<file path="config.mk">
export PLATFORM = sky130hd
export DESIGN_NAME = mmio_timer
export DESIGN_NICKNAME = d
export VERILOG_FILES = /design/src/rtl/mmio_timer_pkg.sv /design/src/rtl/timer_prescaler.sv /design/src/rtl/mmio_timer.sv
export SDC_FILE = /design/constraint.sdc
export NUM_CORES = 1
export LEC_CHECK = 0
export ABC_AREA = 1
export BUFFER_PORTS_ARGS = -buffer_cell sky130_fd_sc_hd__buf_2
export CAP_MARGIN = 20
export CORE_ASPECT_RATIO = 0.6
export CORE_MARGIN = 10
export CORE_UTILIZATION = 59
export DETAILED_ROUTE_END_ITERATION = 6
export MAX_ROUTING_LAYER = met4
export PLACE_DENSITY = 0.86
export SLEW_MARGIN = 5
export SYNTH_ARGS = -nofsm -noshare
export SYNTH_HDL_FRONTEND = slang
export SYNTH_HIERARCHICAL = 1
export SYNTH_SLANG_ARGS = --single-unit
</file>
<file path="constraint.sdc">
create_clock -name clk -period 2.4 [get_ports clk]
set_clock_uncertainty 0.15 [all_clocks]
set_input_delay 0.36 -clock clk [delete_from_list [all_inputs] [get_ports clk]]
set_output_delay 0.36 -clock clk [all_outputs]
set_load 0.05 [all_outputs]
</file>
<file path="src/rtl/mmio_timer_pkg.sv">
// Shared register map and bit positions for the mmio_timer peripheral.
// Latency: none (constants and a decode helper only).
// Backpressure: not applicable.
package mmio_timer_pkg;

    localparam logic [4:0] OFS_CTRL     = 5'h00;
    localparam logic [4:0] OFS_PRESCALE = 5'h04;
    localparam logic [4:0] OFS_COMPARE  = 5'h08;
    localparam logic [4:0] OFS_COUNT    = 5'h0C;
    localparam logic [4:0] OFS_STATUS   = 5'h10;

    localparam int CTRL_EN         = 0;
    localparam int CTRL_AUTORELOAD = 1;
    localparam int CTRL_IRQEN      = 2;
    localparam int CTRL_OVFIE      = 3;

    localparam int ST_MATCH = 0;
    localparam int ST_OVF   = 1;

    typedef logic [2:0] word_idx_t;

    // Byte offsets [1:0] are ignored; registers are selected by word index.
    function automatic word_idx_t word_idx(input logic [4:0] ofs);
        return ofs[4:2];
    endfunction

endpackage

</file>
<file path="src/rtl/timer_prescaler.sv">
// Divides clk into single-cycle ticks, one every (limit+1) enabled cycles.
// Latency: tick is combinational from the registered count and en.
// Backpressure: none; disabled state freezes the count, clr restarts it.
module timer_prescaler #(
    parameter int PRESCALE_W = 16
) (
    input  logic                  clk,
    input  logic                  reset,
    input  logic                  en,
    input  logic                  clr,
    input  logic [PRESCALE_W-1:0] limit,
    output logic                  tick
);

    logic [PRESCALE_W-1:0] pcnt;

    assign tick = en && (pcnt == limit);

    always_ff @(posedge clk) begin
        if (reset) begin
            pcnt <= '0;
        end else if (clr || tick) begin
            pcnt <= '0;
        end else if (en) begin
            pcnt <= pcnt + PRESCALE_W'(1);
        end
    end

endmodule

</file>
<file path="src/rtl/mmio_timer.sv">
// Memory-mapped prescaled up-counter with compare match and level irq; overflow flag under MMIO_TIMER_OVF_EN.
// Latency: register writes take effect on the clk edge; hit/rdata are combinational from memaddr.
// Backpressure: none; every store and load completes in its own cycle.
module mmio_timer
    import mmio_timer_pkg::*;
#(
    parameter logic [31:0] BASE_ADDR  = 32'hFFFF0000,
    parameter int          PRESCALE_W = 16
) (
    input  logic        clk,
    input  logic        reset,
    input  logic        memwrite,
    input  logic [31:0] memaddr,
    input  logic [31:0] memwritedata,
    output logic        hit,
    output logic [31:0] rdata,
    output logic        irq
);

    logic                  en;
    logic                  autoreload;
    logic                  irqen;
    logic [PRESCALE_W-1:0] prescale;
    logic [31:0]           compare;
    logic [31:0]           count;
    logic                  match;
    logic                  ovf;
    logic                  ovfie;

    logic        tick;
    logic        wr;
    word_idx_t   widx;
    logic        wr_ctrl, wr_prescale, wr_compare, wr_count, wr_status;
    logic        cnt_eq;
    logic [31:0] cnt_inc;
    logic        match_set;
    logic        unused_byte_ofs;

    assign hit             = (memaddr[31:5] == BASE_ADDR[31:5]);
    assign wr              = memwrite && hit;
    assign widx            = word_idx(memaddr[4:0]);
    assign unused_byte_ofs = ^memaddr[1:0];

    assign wr_ctrl     = wr && (widx == word_idx(OFS_CTRL));
    assign wr_prescale = wr && (widx == word_idx(OFS_PRESCALE));
    assign wr_compare  = wr && (widx == word_idx(OFS_COMPARE));
    assign wr_count    = wr && (widx == word_idx(OFS_COUNT));
    assign wr_status   = wr && (widx == word_idx(OFS_STATUS));

    assign cnt_eq    = (count == compare);
    assign cnt_inc   = count + 32'd1;
    assign match_set = tick && cnt_eq;

    timer_prescaler #(
        .PRESCALE_W (PRESCALE_W)
    ) u_prescaler (
        .clk   (clk),
        .reset (reset),
        .en    (en),
        .clr   (wr_prescale),
        .limit (prescale),
        .tick  (tick)
    );

    // Later assignments override the tick update: software writes win over
    // the counter's own next value and over the one-shot en clear.
    always_ff @(posedge clk) begin
        if (reset) begin
            en         <= 1'b0;
            autoreload <= 1'b0;
            irqen      <= 1'b0;
            prescale   <= '0;
            compare    <= 32'hFFFFFFFF;
            count      <= '0;
            match      <= 1'b0;
        end else begin
            if (tick) begin
                if (cnt_eq && autoreload) begin
                    count <= '0;
                end else begin
                    count <= cnt_inc;
                end
                if (cnt_eq && !autoreload) begin
                    en <= 1'b0;
                end
            end
            if (wr_ctrl) begin
                en         <= memwritedata[CTRL_EN];
                autoreload <= memwritedata[CTRL_AUTORELOAD];
                irqen      <= memwritedata[CTRL_IRQEN];
            end
            if (wr_prescale) begin
                prescale <= memwritedata[PRESCALE_W-1:0];
            end
            if (wr_compare) begin
                compare <= memwritedata;
            end
            if (wr_count) begin
                count <= memwritedata;
            end
            match <= match_set || (match && !(wr_status && memwritedata[ST_MATCH]));
        end
    end

`ifdef MMIO_TIMER_OVF_EN
    logic ovf_set;

    // A wrap is an increment from all-ones; a match reload to 0 is not a wrap.
    assign ovf_set = tick && (count == 32'hFFFFFFFF) && !(cnt_eq && autoreload);

    always_ff @(posedge clk) begin
        if (reset) begin
            ovf   <= 1'b0;
            ovfie <= 1'b0;
        end else begin
            if (wr_ctrl) begin
                ovfie <= memwritedata[CTRL_OVFIE];
            end
            ovf <= ovf_set || (ovf && !(wr_status && memwritedata[ST_OVF]));
        end
    end
`else
    assign ovf   = 1'b0;
    assign ovfie = 1'b0;
`endif

    always_comb begin
        rdata = '0;
        case (widx)
            word_idx(OFS_CTRL): begin
                rdata[CTRL_EN]         = en;
                rdata[CTRL_AUTORELOAD] = autoreload;
                rdata[CTRL_IRQEN]      = irqen;
                rdata[CTRL_OVFIE]      = ovfie;
            end
            word_idx(OFS_PRESCALE): rdata[PRESCALE_W-1:0] = prescale;
            word_idx(OFS_COMPARE):  rdata = compare;
            word_idx(OFS_COUNT):    rdata = count;
            word_idx(OFS_STATUS): begin
                rdata[ST_MATCH] = match;
                rdata[ST_OVF]   = ovf;
            end
            default: rdata = '0;
        endcase
    end

    assign irq = (match && irqen) || (ovf && ovfie);

endmodule

</file>
==> impl_metrics.tcl, run 1 <==
set metrics [dict create \
    run_status "finished, final reports clean" \
    postSynthAreaPerCell_sq_um 6.089 \
    synth_area_sq_um 7020 \
    synth.area.mux_share_pct 0 \
    synth.distinct_cells 41 \
    cts.reportedPaths.clkPinSlew_ns 0.07 \
    max_cap_viol_count 0 \
    list_of_most_frequent_post_synthesis_cells "nand2_1, inv_1, nor2_1" \
    vert_die_dim_microns 104.5 \
    tritoncts_buffers 9 \
    yosys_register_bits 100 \
    share_of_cells_above_drive_strength_1_pct 14.63 \
    period_utilization_pct 96.04 \
    number_of_antenna_violations_at_the_first_check_in_global_routing 0 \
    synth_area_leaders "dfxtp_1, nand2_1, inv_1" \
    hold_buffers 0 \
    worstSetupEndpointType "output port" \
    top_area_cell_type_share_of_the_netlist_area_pct 28.52 \
    power_mw 3.525 \
    synth_enable_flop_cells 0 \
    crit_start_category "input port" \
    worst_hold_path_type "in -> reg" \
    die_area_sq_um 16810 \
    num-nets-final 1294 \
    unrepaired_setup_endpoints_after_global_routing "false" \
    io_buffer_count 98 \
    worst-slew-pin-transition_ns 0.5401 \
    htree_levels 3 \
    cts_tree "built" \
    grtUsageTotal_pct 27.20 \
    globalplace.congestion 1.021 \
    finish.cell_count_without_fillers 1390 \
    synth-main-ff-cell "dfxtp_1" \
    viasPerCell 5.694 \
    final-max-slew-violation-count 0 \
    final-hold-violation-count 0 \
    timing.final.crit_period_ns 2.305 \
    worstPathMaxFanout 15 \
    syn-num-nets 1222 \
    worst_slew_margin_rel_pct 64.00 \
    p_per_area_nw_per_um2 441.4 \
    clkLatencyLatePin_ns 0.36 \
    initial_utilization_pct 61.32 \
    path_common_cell "buf_2" \
    fp.coreArea_sq_um 11450 \
    cts.sink_count 100 \
    yosys.cell_count.top_type "nand2_1" \
    rows 30 \
    max_freq_mhz 433.8 \
    yosys.area_share.simple_pct 40.90 \
    synth_compound_area_share_pct 10.68 \
    cp.arrival_ns 1.80 \
    ys_seq_area_share_pct 28.52 \
    critical_path_required_ns 1.89 \
    timing.critical_path.buf_inv 4 \
    postSynth.asyncResetShare_pct 0 \
    grt_start_max_net_pins 52 \
    timing.critical_path.cells "buf_2 > nor3_1 > inv_1 > buf_4 > o221ai_1 > buf_2" \
    diodes 0 \
    die_w_microns 160.8 \
    synth-warning-count 6 \
    place.detailed.instances 1374 \
    largest_stage_delay_worst_path_ns 0.38 \
    clock_tree.buffer_depth 2 \
    drc_errors 0 \
    cp_top_family "buffers and inverters" \
    worst-setup-path-type "in -> out" \
    wire_per_inst_microns 16.62 \
    peak_ir_drop_on_the_vdd_network_mv 0.4344 \
    flow.area_growth_from_synthesis_pct 13.76 \
    clk_root_buffer_cell "clkbuf_16" \
    first_global_vias 6909 \
    io_pins 101 \
    critPathSlowestCell "nor3_1" \
    post_synth_inst_count 1153 \
    grt_pass1_wl_mm 36.77 \
    yosys.area.top_type "dfxtp_1" \
    initialDrtViolationCount 1041 \
    yosys.area_share.xor_xnor_pct 6.363 \
    synthAdderAreaFrac_pct 0.3564 \
    largest_family_of_logic_cells_by_synthesized_area "simple AND/OR/NAND/NOR gates" \
    finalWirelength_mm 23.11 \
    power_leakage_nw 3.567 \
    finalSetupViolations 0 \
    globalRoute.totalOverflow 0 \
    route.vias.total 7914 \
    antenna_violating_nets_post_route 0 \
    first_pass_iters 6 \
    place.detailed.hpwl_mm 17.41 \
]
==> per-stage QoR <==
stage | util (%) | instance area (sq um) | hold WS [ns] | setup WS (ns) | setup TNS [ns]
2_1_floorplan | - | 7020 | 0.2890 | -0.1670 | -2.162
3_3_place_gp | 67.06 | 7677 | 0.3063 | 0.1019 | 0
3_5_place_dp | 67.06 | 7677 | 0.3053 | 0.02439 | 0
4_1_cts | 69.74 | 7984 | 0.07401 | 0.1231 | 0
5_1_grt | 69.76 | 7986 | 0.09267 | 0.008337 | 0
6_report | 69.76 | 7986 | 0.07769 | 0.09497 | 0
==> cells by family after synthesis <==
group | after synthesis
adders and majority gates | 2
and+or+nand+nor | 637
AOI/OAI and AO/OA | 133
buffers and inverters | 230
DFF | 100
xor gates and xnor gates | 51
==> report_power, final <==
group          total, mW  internal, mW  switching [mW]
Sequential          1.66          1.66   0.00000000192
Combinational      0.314        0.0868           0.227
Clock               1.55         0.827           0.728
Total               3.53          2.57           0.955
==> what timing repair did <==
item	4_1_cts	5_1_grt
setup buffers	0	0
endpoints found under the setup margin	0	1
resized for setup	0	1
==> worst paths after layout <==
| kind | start | end | slack, ns | depth (start not counted) |
|---|---|---|---|---|
| setup / recovery | memaddr[4] | rdata[9] | 0.09 | 6 |
| hold / removal | memwritedata[23] | compare[23] | 0.08 | 3 |
| setup reg to reg | u_prescaler/pcnt[2] | count[15] | 0.18 | 10 |
| hold reg to reg | prescale[4] | prescale[4] | 0.32 | 2 |
==> worst min-delay path, delay by kind of cell <==
| kind | cells | cell delay, ns |
|---|---|---|
| simple gates | 2 | 0.11 |
| buf+inv | 1 | 0.09 |
==> placed cells by master, fill, tap and decap left out, types with 9 or more instances in the layout <==
| cell | netlist | final |
|---|---|---|
| nor2_1 | 108 | 108 |
| inv_1 | 153 | 153 |
| xor2_1 | 27 | 27 |
| nor2_2 | 9 | 9 |
| dfxtp_1 | 100 | 100 |
| nor3_1 | 13 | 13 |
| nand2_1 | 324 | 323 |
| buf_4 | 5 | 23 |
| o21ai_0 | 41 | 41 |
| buf_2 | 22 | 98 |
| a22oi_1 | 11 | 11 |
| nand3_1 | 105 | 105 |
| nand4_1 | 45 | 45 |
| xnor2_1 | 24 | 24 |
| a21oi_1 | 56 | 56 |
| inv_2 | 11 | 11 |
| clkbuf_16 | 0 | 9 |
| o211ai_1 | 14 | 14 |
| nand3b_1 | 11 | 11 |
==> final cells by class <==
cell class | instances | area, sq um
multi-input combinational | 823 | 4095
fill | 992 | 3462
clock buffer | 9 | 225.2
inverter | 165 | 619.3
tap | 160 | 200.2
timing repair buffer | 126 | 763.2
sequential | 100 | 2002
clock inverter | 7 | 81.33
==> flip-flops by register name, summed over array words and instances (netlist names) <==
signal and cells:
irqen 1, autoreload 1, count 32, en 1
u_prescaler/pcnt 16, compare 32, match 1, prescale 16
==> routing by layer <==
metal	wire, microns	track usage, %	up-vias
met4	360	6.080	0
met5	0	-	-
li1	-	-	3818
met2	8633	34.50	477
met1	10660	39.34	3583
met3	3454	9.684	36
(Power assumes the default switching activity.)
==> inputs of run 2 (changes only) <==
--- a/config.mk
+++ b/config.mk
@@ -10,12 +10,11 @@
 export CAP_MARGIN = 20
 export CORE_ASPECT_RATIO = 0.6
 export CORE_MARGIN = 10
-export CORE_UTILIZATION = 59
+export CORE_UTILIZATION = 58
 export DETAILED_ROUTE_END_ITERATION = 6
 export MAX_ROUTING_LAYER = met4
-export PLACE_DENSITY = 0.86
+export PLACE_DENSITY = 0.85
 export SLEW_MARGIN = 5
 export SYNTH_ARGS = -nofsm -noshare
 export SYNTH_HDL_FRONTEND = slang
-export SYNTH_HIERARCHICAL = 1
 export SYNTH_SLANG_ARGS = --single-unit
==> constraint.sdc (replaced) <==
create_clock -name clk -period 2.43 [get_ports clk]
set_clock_uncertainty 0.15 [all_clocks]
set_input_delay 0.3645 -clock clk [delete_from_list [all_inputs] [get_ports clk]]
set_output_delay 0.3645 -clock clk [all_outputs]
set_load 0.005 [all_outputs]
==> impl_metrics.tcl, run 2 <==
set metrics [dict create \
    cts_tree "built" \
    drc_errors 0 \
    yosys.cell_count.top_type "nand2_1" \
    grtUsageTotal_pct 27.13 \
    worstPathMaxFanout 7 \
    critical_path_required_ns 1.92 \
    initial_utilization_pct 59.37 \
    place.detailed.hpwl_mm 16.91 \
    globalRouteMet2Util_pct 36.42 \
    flow.area_growth_from_synthesis_pct 13.31 \
    largest_registers "compare: 32 flops, count: 32 flops" \
    tritoncts_buffers 9 \
    hold-path-endpoint "compare[26]" \
    timing.final.crit_period_ns 2.265 \
    place.detailed.instances 1315 \
    antenna_violating_nets_post_route 0 \
    worst-slew-pin-transition_ns 0.6256 \
    grt_start_max_net_pins 38 \
    final-max-slew-violation-count 0 \
    synth_area_sq_um 6730 \
    run_status "finished, final reports clean" \
    peak_ir_drop_on_the_vdd_network_mv 0.3382 \
    largest_family_of_logic_cells_by_synthesized_area "simple AND/OR/NAND/NOR gates" \
    final_cell_mix "nand2_1, nand3_1, inv_1" \
    p_per_area_nw_per_um2 433.9 \
    clock_tree.buffer_depth 2 \
    ff2ff_setup_slack_ns 0.23 \
    finalSetupViolations 0 \
    synth.distinct_cells 41 \
    worst-setup-path-type "in -> out" \
    cts.sink_count 100 \
    clkLatencyLatePin_ns 0.35 \
    globalRouteMet1Util_pct 39.59 \
    list_of_most_frequent_post_synthesis_cells "nand2_1, nand3_1, inv_1" \
    syn-num-nets 1159 \
    final.setup.tns_ns 0 \
    htree_levels 3 \
    finalWirelength_mm 21.82 \
    globalplace.congestion 1.045 \
    final-hold-violation-count 0 \
    worst_r2r_endpoint "count[27]" \
    synth_enable_flop_cells 0 \
    postSynthAreaPerCell_sq_um 6.175 \
    first_pass_iters 5 \
    synth.area.mux_share_pct 0 \
    ys_seq_area_share_pct 29.75 \
    io_pins 101 \
    nFillCells 1075 \
    combined_area_of_the_multi_input_logic_cells_sq_um 3943 \
    power_leakage_nw 3.372 \
    met3_usage_pct 7.154 \
    post_synth_inst_count 1090 \
    r2r_cells 8 \
    hold_path.startpoint "memwritedata[26]" \
    yosys.area_share.simple_pct 40.49 \
    first_global_vias 6851 \
    post_cts.repair.setup_buffers 0 \
    finish.cell_count_without_fillers 1331 \
    final_common_cell "nand2_1" \
    synth-main-ff-cell "dfxtp_1" \
    share_of_cells_above_drive_strength_1_pct 14.43 \
    synthAdderAreaFrac_pct 0.3718 \
    grt_pass1_wl_mm 35.32 \
    max_freq_mhz 441.6 \
    rows 30 \
    globalRoute.totalOverflow 0 \
    layout.area.seq_sq_um 2002 \
    yosys.area.top_type "dfxtp_1" \
    worstHoldPathCells 3 \
    worst_slew_margin_rel_pct 58.19 \
    diodes 0 \
    period_utilization_pct 93.20 \
    postSynth.asyncResetShare_pct 0 \
    io_buffer_count 98 \
    vert_die_dim_microns 103.4 \
    die_w_microns 159.1 \
    number_of_antenna_violations_at_the_first_check_in_global_routing 0 \
    cp.arrival_ns 1.75 \
    unrepaired_setup_endpoints_after_global_routing "false" \
    top_area_cell_type_share_of_the_netlist_area_pct 29.75 \
    die_area_sq_um 16450 \
    route.vias.total 7492 \
    clk_root_buffer_cell "clkbuf_16" \
    grt_most_used_layer "met1" \
    cts.reportedPaths.clkPinSlew_ns 0.07 \
    crit-reg2reg-launch "count[0]" \
    num-nets-final 1235 \
    worst_hold_path_type "in -> reg" \
    crit_start_category "input port" \
    initialDrtViolationCount 894 \
    yosys_register_bits 100 \
    worstSetupEndpointType "output port" \
    max_cap_viol_count 0 \
    synth-warning-count 0 \
    fp.coreArea_sq_um 11340 \
    synth_compound_area_share_pct 11.02 \
    viasPerCell 5.629 \
    yosys.area_share.xor_xnor_pct 6.507 \
    synth_area_leaders "dfxtp_1, nand2_1, nand3_1" \
    wire_per_inst_microns 16.40 \
]
-- run 2: cell types whose count changed after synthesis, moves of 13 or more --
| cell | delta |
|---|---|
| inv_1 | -27 |
| nand4_1 | -31 |
| nand3_1 | +32 |
| o211ai_1 | -14 |
| nor2_1 | -13 |
| nand2_1 | -14 |
-- run 2: final cells by class --
cell class,count,share of cell area [%]
sequential,100,26.25
inverter,132,6.497
clock buffer,11,3.314
tap,160,2.625
multi-input combinational,800,51.70
timing repair buffer,123,9.057
clock inverter,5,0.5578
-- run 2: critical path: stages --
cell	delay, ns
buf_2	0.12
nor3_2	0.37
inv_1	0.29
o21ai_0	0.41
buf_2	0.19
-- run 2: per-layer routing --
metal / part of all wire [%] / wire length, microns
met1: 49 / 10700
met4: 0.71 / 154
met3: 12 / 2714
met2: 38 / 8249
met5: 0 / 0
-- run 2: how the worst max path moves through the flow --
stage	startpoint	endpoint
floorplan	memaddr[2]	rdata[14]
finish	memaddr[2]	rdata[14]
global route	memaddr[4]	rdata[1]
global placement	memaddr[2]	rdata[13]
detailed placement	memaddr[2]	rdata[13]
CTS	memaddr[2]	rdata[13]
-- run 2: repair_timing --
action	CTS	global route
gates resized for setup	0	1
hold buffers	0	0
setup endpoints to repair	0	24
hold endpoints to repair	0	0
-- run 2: cell families (layout without fill, tap and decap cells) --
logic type	count (synthesis)	count (layout)
AND/OR/NAND/NOR	615	615
buffers and inverters	190	271
AO/OA/AOI/OAI	133	133
flip-flops	100	100
XOR/XNOR	50	50
adder cells (fa/ha/maj)	2	2
-- run 2: through the flow --
step	total power, mW	util [%]	setup WS [ns]	hold WS [ns]	area, sq um
3_5_place_dp	1.887	64.60	0.2160	0.3200	7323
2_1_floorplan	1.762	-	0.5902	0.2944	6730
4_1_cts	3.316	67.21	0.2146	0.1063	7619
5_1_grt	3.415	67.27	0.06345	0.1237	7626
6_report	3.309	67.27	0.1653	0.1118	7626
3_3_place_gp	1.883	64.60	0.2625	0.3153	7323
-- run 2: power by group --
group / switching, mW / total, mW / internal [mW]
combinational: 0.135 / 0.217 / 0.0827
sequential: 0.00000000167 / 1.64 / 1.64
clock: 0.690 / 1.45 / 0.765
total: 0.824 / 3.31 / 2.48
==> inputs of run 3 (changes only) <==
--- a/config.mk
+++ b/config.mk
@@ -5,12 +5,11 @@
 export SDC_FILE = /design/constraint.sdc
 export NUM_CORES = 1
 export LEC_CHECK = 0
-export ABC_AREA = 1
 export BUFFER_PORTS_ARGS = -buffer_cell sky130_fd_sc_hd__buf_2
 export CAP_MARGIN = 20
 export CORE_ASPECT_RATIO = 0.6
 export CORE_MARGIN = 10
-export CORE_UTILIZATION = 58
+export CORE_UTILIZATION = 57
 export DETAILED_ROUTE_END_ITERATION = 6
 export MAX_ROUTING_LAYER = met4
 export PLACE_DENSITY = 0.85
==> impl_metrics.tcl, run 3 <==
set metrics [dict create \
    num-nets-final 939 \
    critical_path_required_ns 2.52 \
    crit-reg2reg-launch "u_prescaler.pcnt[11]" \
    grt_start_max_net_pins 50 \
    crit_start_category "register" \
    hold-path-endpoint "compare[23]" \
    die_w_microns 153.7 \
    list_of_most_frequent_post_synthesis_cells "dfxtp_1, nand2_1, nor2_1" \
    cp.arrival_ns 2.51 \
    final.setup.tns_ns 0 \
    rows 29 \
    max_freq_mhz 413.7 \
    yosys_register_bits 100 \
    final_cell_mix "buf_2, dfxtp_1, nand2_1" \
    ys_seq_area_share_pct 32.75 \
    first_pass_iters 7 \
    number_of_antenna_violations_at_the_first_check_in_global_routing 0 \
    largest_registers "compare: 32 flops, count: 32 flops" \
    power_mw 3.460 \
    initial_utilization_pct 58.09 \
    p_per_area_nw_per_um2 463.4 \
    route.vias.total 6688 \
    io_pins 101 \
    worstHoldPathCells 3 \
    grt_pass1_wl_mm 33.44 \
    max_cap_viol_count 0 \
    post_synth_inst_count 762 \
    dpl_worst_slack_ns 0.08733 \
    hold_buffers 0 \
    worstSetupEndpointType "register" \
    worst_slew_margin_rel_pct 70.21 \
    worst_r2r_endpoint "count[4]" \
    fp.coreArea_sq_um 10520 \
    cts.sink_count 100 \
    power_leakage_nw 3.043 \
    drc_errors 0 \
    grtUsageTotal_pct 27.08 \
    globalRoute.totalOverflow 0 \
    fin_ws_ns 0.01303 \
    place.detailed.hpwl_mm 15.83 \
    synth_area_sq_um 6112 \
    post-route-util_pct 70.96 \
    worst-setup-path-type "reg -> reg" \
    final_common_cell "buf_2" \
    diodes 0 \
    viasPerCell 6.596 \
    final-hold-violation-count 0 \
    postSynthAreaPerCell_sq_um 8.021 \
    initialDrtViolationCount 856 \
    top_area_cell_type_share_of_the_netlist_area_pct 32.75 \
    die_area_sq_um 15400 \
    period_utilization_pct 99.46 \
    yosys.area.top_type "dfxtp_1" \
    worst-slew-pin-transition_ns 0.4427 \
    timing.final.crit_period_ns 2.417 \
    globalplace.congestion 1.057 \
    hold_path.startpoint "memwritedata[23]" \
    clk_root_buffer_cell "clkbuf_16" \
    clkLatencyLatePin_ns 0.36 \
    clock_tree.buffer_depth 2 \
    htree_levels 3 \
    cts_tree "built" \
    unrepaired_setup_endpoints_after_global_routing "true" \
    worst_hold_path_type "in -> reg" \
    synth-warning-count 0 \
    yosys.cell_count.top_type "dfxtp_1" \
    ff2ff_setup_slack_ns 0.01 \
    wire_per_inst_microns 21.41 \
    finalSetupViolations 0 \
    flow.area_growth_from_synthesis_pct 22.17 \
    postSynth.asyncResetShare_pct 0 \
    synth_enable_flop_cells 0 \
    syn-num-nets 831 \
    antenna_violating_nets_post_route 0 \
    first_global_vias 6240 \
    synth_area_leaders "dfxtp_1, xnor2_1, nand2_1" \
    finalWirelength_mm 21.71 \
    share_of_cells_above_drive_strength_1_pct 25.49 \
    tritoncts_buffers 9 \
    r2r_cells 8 \
    cts.reportedPaths.clkPinSlew_ns 0.07 \
    worstPathMaxFanout 28 \
    run_status "finished, final reports clean" \
    vert_die_dim_microns 100.2 \
    peak_ir_drop_on_the_vdd_network_mv 0.3631 \
    nFillCells 824 \
    synth.distinct_cells 52 \
    synth-main-ff-cell "dfxtp_1" \
    final-max-slew-violation-count 0 \
    io_buffer_count 98 \
]
run 3: changes by cell type after synthesis, sizes merged, moves of 15 or more:
cell    before  now
a311oi       0   15
a21oi       61   22
nand3b      12   34
nand2      315   91
clkbuf      29   51
inv        132    6
mux2i        0   19
nor2       100   82
xnor2       29   54
nand3      143   29
a31oi        2   25
o21ai       44   19
run 3: layout make-up:
cell class	instances	area (sq um)	share of cell area [%]
clock buffers	11	252.7	3.385
inverters	6	22.52	0.3016
clock inverters	5	35.03	0.4692
well taps	139	173.9	2.329
flip-flops and latches	100	2006	26.86
multi-input cells	586	3877	51.93
repair buffers	167	1100	14.73
run 3: repair_timing:
action                                 CTS  global route
setup endpoints to repair                0            22
endpoints found under the hold margin    0             0
gates resized for setup                  0            13
buffers inserted                         0             1
run 3: per-stage QoR:
step / instances / hold slack, ns / area (sq um)
CTS: 1013 / 0.08406 / 7392
global route: 1014 / 0.08290 / 7467
floorplan: 762 / 0.2948 / 6112
global placement: 997 / 0.3063 / 7104
finish: 1014 / 0.08220 / 7467
detailed placement: 997 / 0.3189 / 7104
run 3: worst max-delay path, stage by stage, from the launching register on:
cell	delay, ns
dfxtp_1	0.36
xnor2_1	0.32
nand4_1	0.13
or3_1	0.37
buf_4	0.18
nor2_4	0.13
buf_12	0.20
nand3_1	0.11
a311oi_1	0.35
run 3: cells by family after synthesis:
| group | share of synthesized area (%) |
|---|---|
| simple gates | 29.72 |
| compound gates | 16.01 |
| flops | 32.75 |
| buf+inv | 5.077 |
| xor+xnor | 9.601 |
| mux | 6.428 |
| fa+ha+maj | 0.4094 |
run 3: layer usage:
metal  track usage, %  vias to the layer above  routed length, microns
li1                 -                     2962                       -
met4            6.941                        0                     393
met5                -                        -                       0
met1            37.35                     3156                    9483
met3            7.686                       54                    2943
met2            37.84                      516                    8885
run 3: power breakdown:
group          total (mW)  switching (mW)  internal [mW]  leakage, nW
clock network        1.43           0.675          0.754        0.142
registers            1.67          0.0186           1.66        0.810
logic               0.358           0.190          0.168         2.09
run 3: worst max path at each step:
stage | end | slack [ns] | from | cells past startpoint
finish | count[4] | 0.01 | u_prescaler.pcnt[11] | 8
global placement | en | 0.15 | count[6] | 8
global route | count[19] | -0.07 | count[14] | 8
floorplan | count[18] | 0.18 | count[16] | 8
CTS | count[4] | 0.04 | prescale[0] | 8
detailed placement | count[31] | 0.09 | count[10] | 6
